File: src/rtl/bist_sig_controller.sv
// ---------------------------------------------------------------------------
// bist_sig_controller
//
// Runs one BIST session. It clears the MISR, enables the test pattern
// generator for NUM_PATTERNS cycles, and then compares the MISR signature
// with GOLDEN_SIG. The result is held until the next session starts or the
// block is reset.
//
// Ports
//   clock          in   rising-edge clock, shared with the MISR and TPG
//   reset          in   synchronous reset, active low
//   start          in   session request; sampled only in IDLE or DONE
//   signature      in   current MISR register value (SIG_WIDTH)
//   misr_clear     out  active-high clear to the MISR
//   tpg_en         out  pattern generator advance enable
//   busy           out  high in CLEAR, RUN and COMPARE
//   done           out  high in DONE
//   pass           out  signature matched; valid while done=1
//   fail           out  signature mismatched; valid while done=1
//   pattern_count  out  patterns applied in the current session (CNT_WIDTH)
//   sig_captured   out  signature latched at compare (SIG_WIDTH)
//   dbg_state      out  current FSM state encoding, for observation only
//
// Handshake: there is no ready/ack. start is a level that the block samples
// only in IDLE or DONE. While busy=1 the block ignores start; it does not
// queue the request and does not abort the session. done stays high until
// the next accepted start or a reset.
//
// Every output comes from a register or is decoded from the state register
// alone. No input reaches an output combinationally.
//
// NUM_PATTERNS must be in the range 1 .. 2**CNT_WIDTH-1 so that
// pattern_count can reach NUM_PATTERNS without wrapping.
// ---------------------------------------------------------------------------
module bist_sig_controller #(
  parameter int                   SIG_WIDTH    = 4,
  parameter int                   NUM_PATTERNS = 15,
  parameter int                   CNT_WIDTH    = 4,
  parameter logic [SIG_WIDTH-1:0] GOLDEN_SIG   = 4'b1000
) (
  input  logic                 clock,
  input  logic                 reset,
  input  logic                 start,
  input  logic [SIG_WIDTH-1:0] signature,
  output logic                 misr_clear,
  output logic                 tpg_en,
  output logic                 busy,
  output logic                 done,
  output logic                 pass,
  output logic                 fail,
  output logic [CNT_WIDTH-1:0] pattern_count,
  output logic [SIG_WIDTH-1:0] sig_captured,
  output logic [2:0]           dbg_state
);

  localparam logic [2:0] S_IDLE    = 3'd0;
  localparam logic [2:0] S_CLEAR   = 3'd1;
  localparam logic [2:0] S_RUN     = 3'd2;
  localparam logic [2:0] S_COMPARE = 3'd3;
  localparam logic [2:0] S_DONE    = 3'd4;

  // RUN ends on the edge where the counter moves from NUM_PATTERNS-1 to
  // NUM_PATTERNS. That gives exactly NUM_PATTERNS RUN cycles.
  localparam logic [CNT_WIDTH-1:0] LAST_CNT = CNT_WIDTH'(NUM_PATTERNS - 1);

  logic [2:0]           r_state;
  logic [2:0]           w_next;
  logic [CNT_WIDTH-1:0] r_cnt;
  logic [SIG_WIDTH-1:0] r_sig;
  logic                 r_pass;
  logic                 r_fail;
  logic                 w_misr_clear;
  logic                 w_tpg_en;
  logic                 w_busy;
  logic                 w_done;
  logic                 w_match;

  // State register
  always_ff @(posedge clock) begin
    if (!reset) begin
      r_state <= S_IDLE;
    end else begin
      r_state <= w_next;
    end
  end

  // Next-state logic
  always_comb begin
    w_next = r_state;
    case (r_state)
      S_IDLE:    if (start) w_next = S_CLEAR;
      S_CLEAR:   w_next = S_RUN;
      S_RUN:     if (r_cnt == LAST_CNT) w_next = S_COMPARE;
      S_COMPARE: w_next = S_DONE;
      S_DONE:    if (start) w_next = S_CLEAR;
      default:   w_next = S_IDLE;
    endcase
  end

  // Output decode, from the state register only
  always_comb begin
    w_misr_clear = 1'b1;
    w_tpg_en     = 1'b0;
    w_busy       = 1'b0;
    w_done       = 1'b0;
    case (r_state)
      S_IDLE:    w_misr_clear = 1'b1;
      S_CLEAR:   w_busy       = 1'b1;
      S_RUN: begin
        w_misr_clear = 1'b0;
        w_tpg_en     = 1'b1;
        w_busy       = 1'b1;
      end
      S_COMPARE: begin
        w_misr_clear = 1'b0;
        w_busy       = 1'b1;
      end
      S_DONE:    w_done = 1'b1;
      default:   w_misr_clear = 1'b1;
    endcase
  end

  assign w_match = (signature == GOLDEN_SIG);

  // Session datapath: pattern counter and captured result.
  // The result is cleared on the edge that accepts start, not on the edge
  // that leaves CLEAR. A stale pass or fail from the previous session is
  // therefore never visible outside DONE.
  always_ff @(posedge clock) begin
    if (!reset) begin
      r_cnt  <= '0;
      r_sig  <= '0;
      r_pass <= 1'b0;
      r_fail <= 1'b0;
    end else begin
      case (r_state)
        S_IDLE, S_DONE: begin
          if (start) begin
            r_cnt  <= '0;
            r_pass <= 1'b0;
            r_fail <= 1'b0;
          end
        end
        S_CLEAR: begin
          r_cnt  <= '0;
          r_pass <= 1'b0;
          r_fail <= 1'b0;
        end
        S_RUN: begin
          r_cnt <= r_cnt + CNT_WIDTH'(1);
        end
        S_COMPARE: begin
          r_sig  <= signature;
          r_pass <= w_match;
          r_fail <= ~w_match;
        end
        default: begin
          r_cnt <= r_cnt;
        end
      endcase
    end
  end

  assign misr_clear    = w_misr_clear;
  assign tpg_en        = w_tpg_en;
  assign busy          = w_busy;
  assign done          = w_done;
  assign pass          = r_pass;
  assign fail          = r_fail;
  assign pattern_count = r_cnt;
  assign sig_captured  = r_sig;
  assign dbg_state     = r_state;

endmodule

File: config.mk
export PLATFORM = sky130hd
export DESIGN_NAME = bist_sig_controller
export DESIGN_NICKNAME = d
export VERILOG_FILES = /design/src/rtl/bist_sig_controller.sv
export SDC_FILE = /design/constraint.sdc
export NUM_CORES = 1
export LEC_CHECK = 0
export ABC_AREA = 1
export CORE_MARGIN = 2
export CORE_UTILIZATION = 40
export DETAILED_ROUTE_END_ITERATION = 16
export PLACE_DENSITY = 0.75
export SLEW_MARGIN = 20
export SYNTH_ARGS = -nofsm -noshare
export SYNTH_HDL_FRONTEND = slang
export SYNTH_SLANG_ARGS = --single-unit
export TNS_END_PERCENT = 100
File: constraint.sdc
create_clock -name clock -period 1.3 [get_ports clock]
set_clock_uncertainty 0.15 [all_clocks]
set_input_delay 0.13 -clock clock [delete_from_list [all_inputs] [get_ports clock]]
set_output_delay 0.13 -clock clock [all_outputs]
set_load 0.05 [all_outputs]
==> results.cfg, run 1 <==
[route]
dr.max_layer_used = met4
ant_nets = 0
drcViolationCount = 0
drt_first_pass_iters = 4
wirelength_mm = 1.94
wl_met2_mm = 1.05
wl_met3_um = 114
route.detailed.vias_per_inst = 5.17
via_count = 740
m1WireLength_um = 758
wl_per_cell_um = 13.6
first_iter_violations = 13

[setup_path]
start_kind = flop
r2r_end = pass
crit_type = reg2out
critical_path_required_ps = 1020
path_buf_inv = 2
slowest_stage = dfxtp_4
crit_family = flip-flops
crit_fanout = 4
rrSetupSlack_ps = -40
arrival_ps = 1150
cp-startpoint = dbg_state[1]
r2r_cells = 6
max_stage_delay_ps = 370
end_kind = primary output
path_cells = buf_4 -> nor2_4 -> nor2_4 -> buf_12
reg2reg_from = dbg_state[0]
crit_path_frequent_cell = nor2_4

[floorplan]
core_area_sq_um = 1470
dieWidth_um = 43.0
io_pins = 24
rows = 14
die_y_um = 43.0
dieArea_sq_um = 1850
initial_utilization = 0.414

[grt]
grt_pass1_vias = 649
antenna_found_initial = 0
grt_pass1_wl_mm = 2.82
overflow = 0
grt_max_degree = 11
grtUsageTotal = 0.204

[logic_synthesis]
ys_ff_latch = 13
synth_largest_area_cell = dfxtp_1
ys_warn_count = 0
syn_area_sq_um = 609
synth_top_area_frac = 0.427
synthDistinctLibCells = 15
syn_inst = 84
synth_area_per_cell_sq_um = 7.25
yosysSeqAreaShare = 0.427
synth_area_leaders = dfxtp_1, nand2_1, a21oi_1
synth_fp_nets = 93

[power]
finalPower_uw = 1460
vdd_drop_max_v = 0.000953
p_per_area_nw_per_um2 = 1140
leakage_uw = 0.000554

[placed_design]
dp_hpwl_mm = 1.24
place_ws_ps = -3.60
postPlaceCellArea_sq_um = 1100
place_congestion = 0.826
dpl.cell_count = 126
portBuffers = 23

[sta]
setup_viol = 11
min_period_ps = 1430
timing.slew.headroom = 0.805
fmax_ghz = 0.700
finalHoldViolCount = 0
tightest_slew_ps = 292
slew_viol_final = 0
rsz0062_at_grt = yes
setup_ws_ps = -130
post-route-period-util = 1.10

[cells_and_area]
design_area_sq_um = 1280
finalNetCount = 137
diodes = 0
finalNonFillerCells = 143
syn_to_final_growth_pct = 110
drive_gt1_frac = 0.433

[clocking]
clock_sinks = 13
htree_levels = 1
insertion_delay_ps = 280
cts_buffers = 3
clkTransAtPathRegs_ps = 90
cts_tree = built
cts-root-buf = clkbuf_4
clockBufferDepth = 2

[min_path]
hold_path.startpoint = signature[1]
hold_path_end = sig_captured[1]
min_path_cells = 3
hold_class = in2reg

[outcome]
violations = negative setup slack
status = finished with violations

[flow_run]
maxCapViolations = 0
[sequential cells by signal, indices dropped and copies added (netlist names)]
signal / count
dbg_state: 3
fail: 1
pass: 1
pattern_count: 4
sig_captured: 4
[cell families (layout without fill, tap and decap cells)]
family          count (synthesis)  count (layout)  synth area share
flops                          13              13             0.427
fa+ha+maj                       2               2            0.0411
compound gates                 16              16             0.138
buf+inv                        12              54            0.0739
simple gates                   41              42             0.320
[synth_stat cells]
| library cell | count |
|---|---|
| nor2_4 | 2 |
| dfxtp_1 | 13 |
| nor2_1 | 7 |
| nand3_1 | 5 |
| or2_2 | 1 |
| ha_1 | 2 |
| o21ai_2 | 1 |
| a21oi_1 | 11 |
| nand4_1 | 3 |
| o21ai_0 | 4 |
| nand2_1 | 18 |
| nor3_1 | 2 |
| inv_1 | 11 |
| nand2_2 | 3 |
| clkinv_1 | 1 |
[placed cells by master, fill, tap and decap left out, drive strengths merged, types with 4 or more instances in the layout]
| cell | n |
|---|---|
| inv | 11 |
| clkbuf | 4 |
| nand3 | 5 |
| a21oi | 11 |
| dfxtp | 13 |
| clkdlybuf4s50 | 6 |
| nand2 | 21 |
| buf | 32 |
| nor2 | 10 |
| o21ai | 5 |
[layer usage]
metal / track usage / up-vias
li1: - / 363
met1: 0.256 / 337
met2: 0.352 / 38
met3: 0.0298 / 2
met4: 0.0727 / 0
met5: 0 / -
[metrics by stage]
| stage | util | setup TNS [ps] | hold slack, ps |
|---|---|---|---|
| 2_1_floorplan | - | -747 | 115 |
| 3_3_place_gp | 0.750 | 0 | 335 |
| 3_5_place_dp | 0.750 | -3.60 | 357 |
| 4_1_cts | 0.819 | -263 | 283 |
| 5_1_grt | 0.872 | -1540 | 307 |
| 6_report | 0.872 | -562 | 278 |
[worst min-delay path: stages]
cell	delay, ps
clkdlybuf4s50_1	390
inv_1	80
a21oi_1	70
[area by class of cell]
| cell class | count | area (sq um) |
|---|---|---|
| repair buffers | 38 | 544 |
| multi-input cells | 60 | 368 |
| flip-flops and latches | 13 | 274 |
| fillers | 70 | 189 |
| inverters | 12 | 50.0 |
| clock buffers | 4 | 26.3 |
| well taps | 16 | 20.0 |
[how the worst max path moves through the flow]
stage	to	slack (ps)	cells past startpoint
global route	done	-160	3
global placement	dbg_state[0]	40	3
floorplan	pattern_count[3]	-160	4
CTS	done	-100	3
detailed placement	dbg_state[0]	-4	3
finish	busy	-130	4
[power by group]
group	total (uW)	internal, uW	switching (uW)
Sequential	472	429	43.1
Combinational	721	351	371
Clock	267	119	148
[what timing repair did]
action | 4_1_cts | 5_1_grt
buffers inserted | 9 | 4
hold endpoints to repair | 0 | 0
hold buffers | 0 | 0
gates resized for setup | 4 | 11
pin swaps | 3 | 7
gates cloned | 0 | 1
endpoints found under the setup margin | 3 | 17
(Power assumes the default switching activity.)
==> run 2, diff against run 1 <==
- CTS_CLUSTER_DIAMETER: unset -> 80
==> results of run 2 <==
Final layout, timing and power as in run 1 (identical DEF).
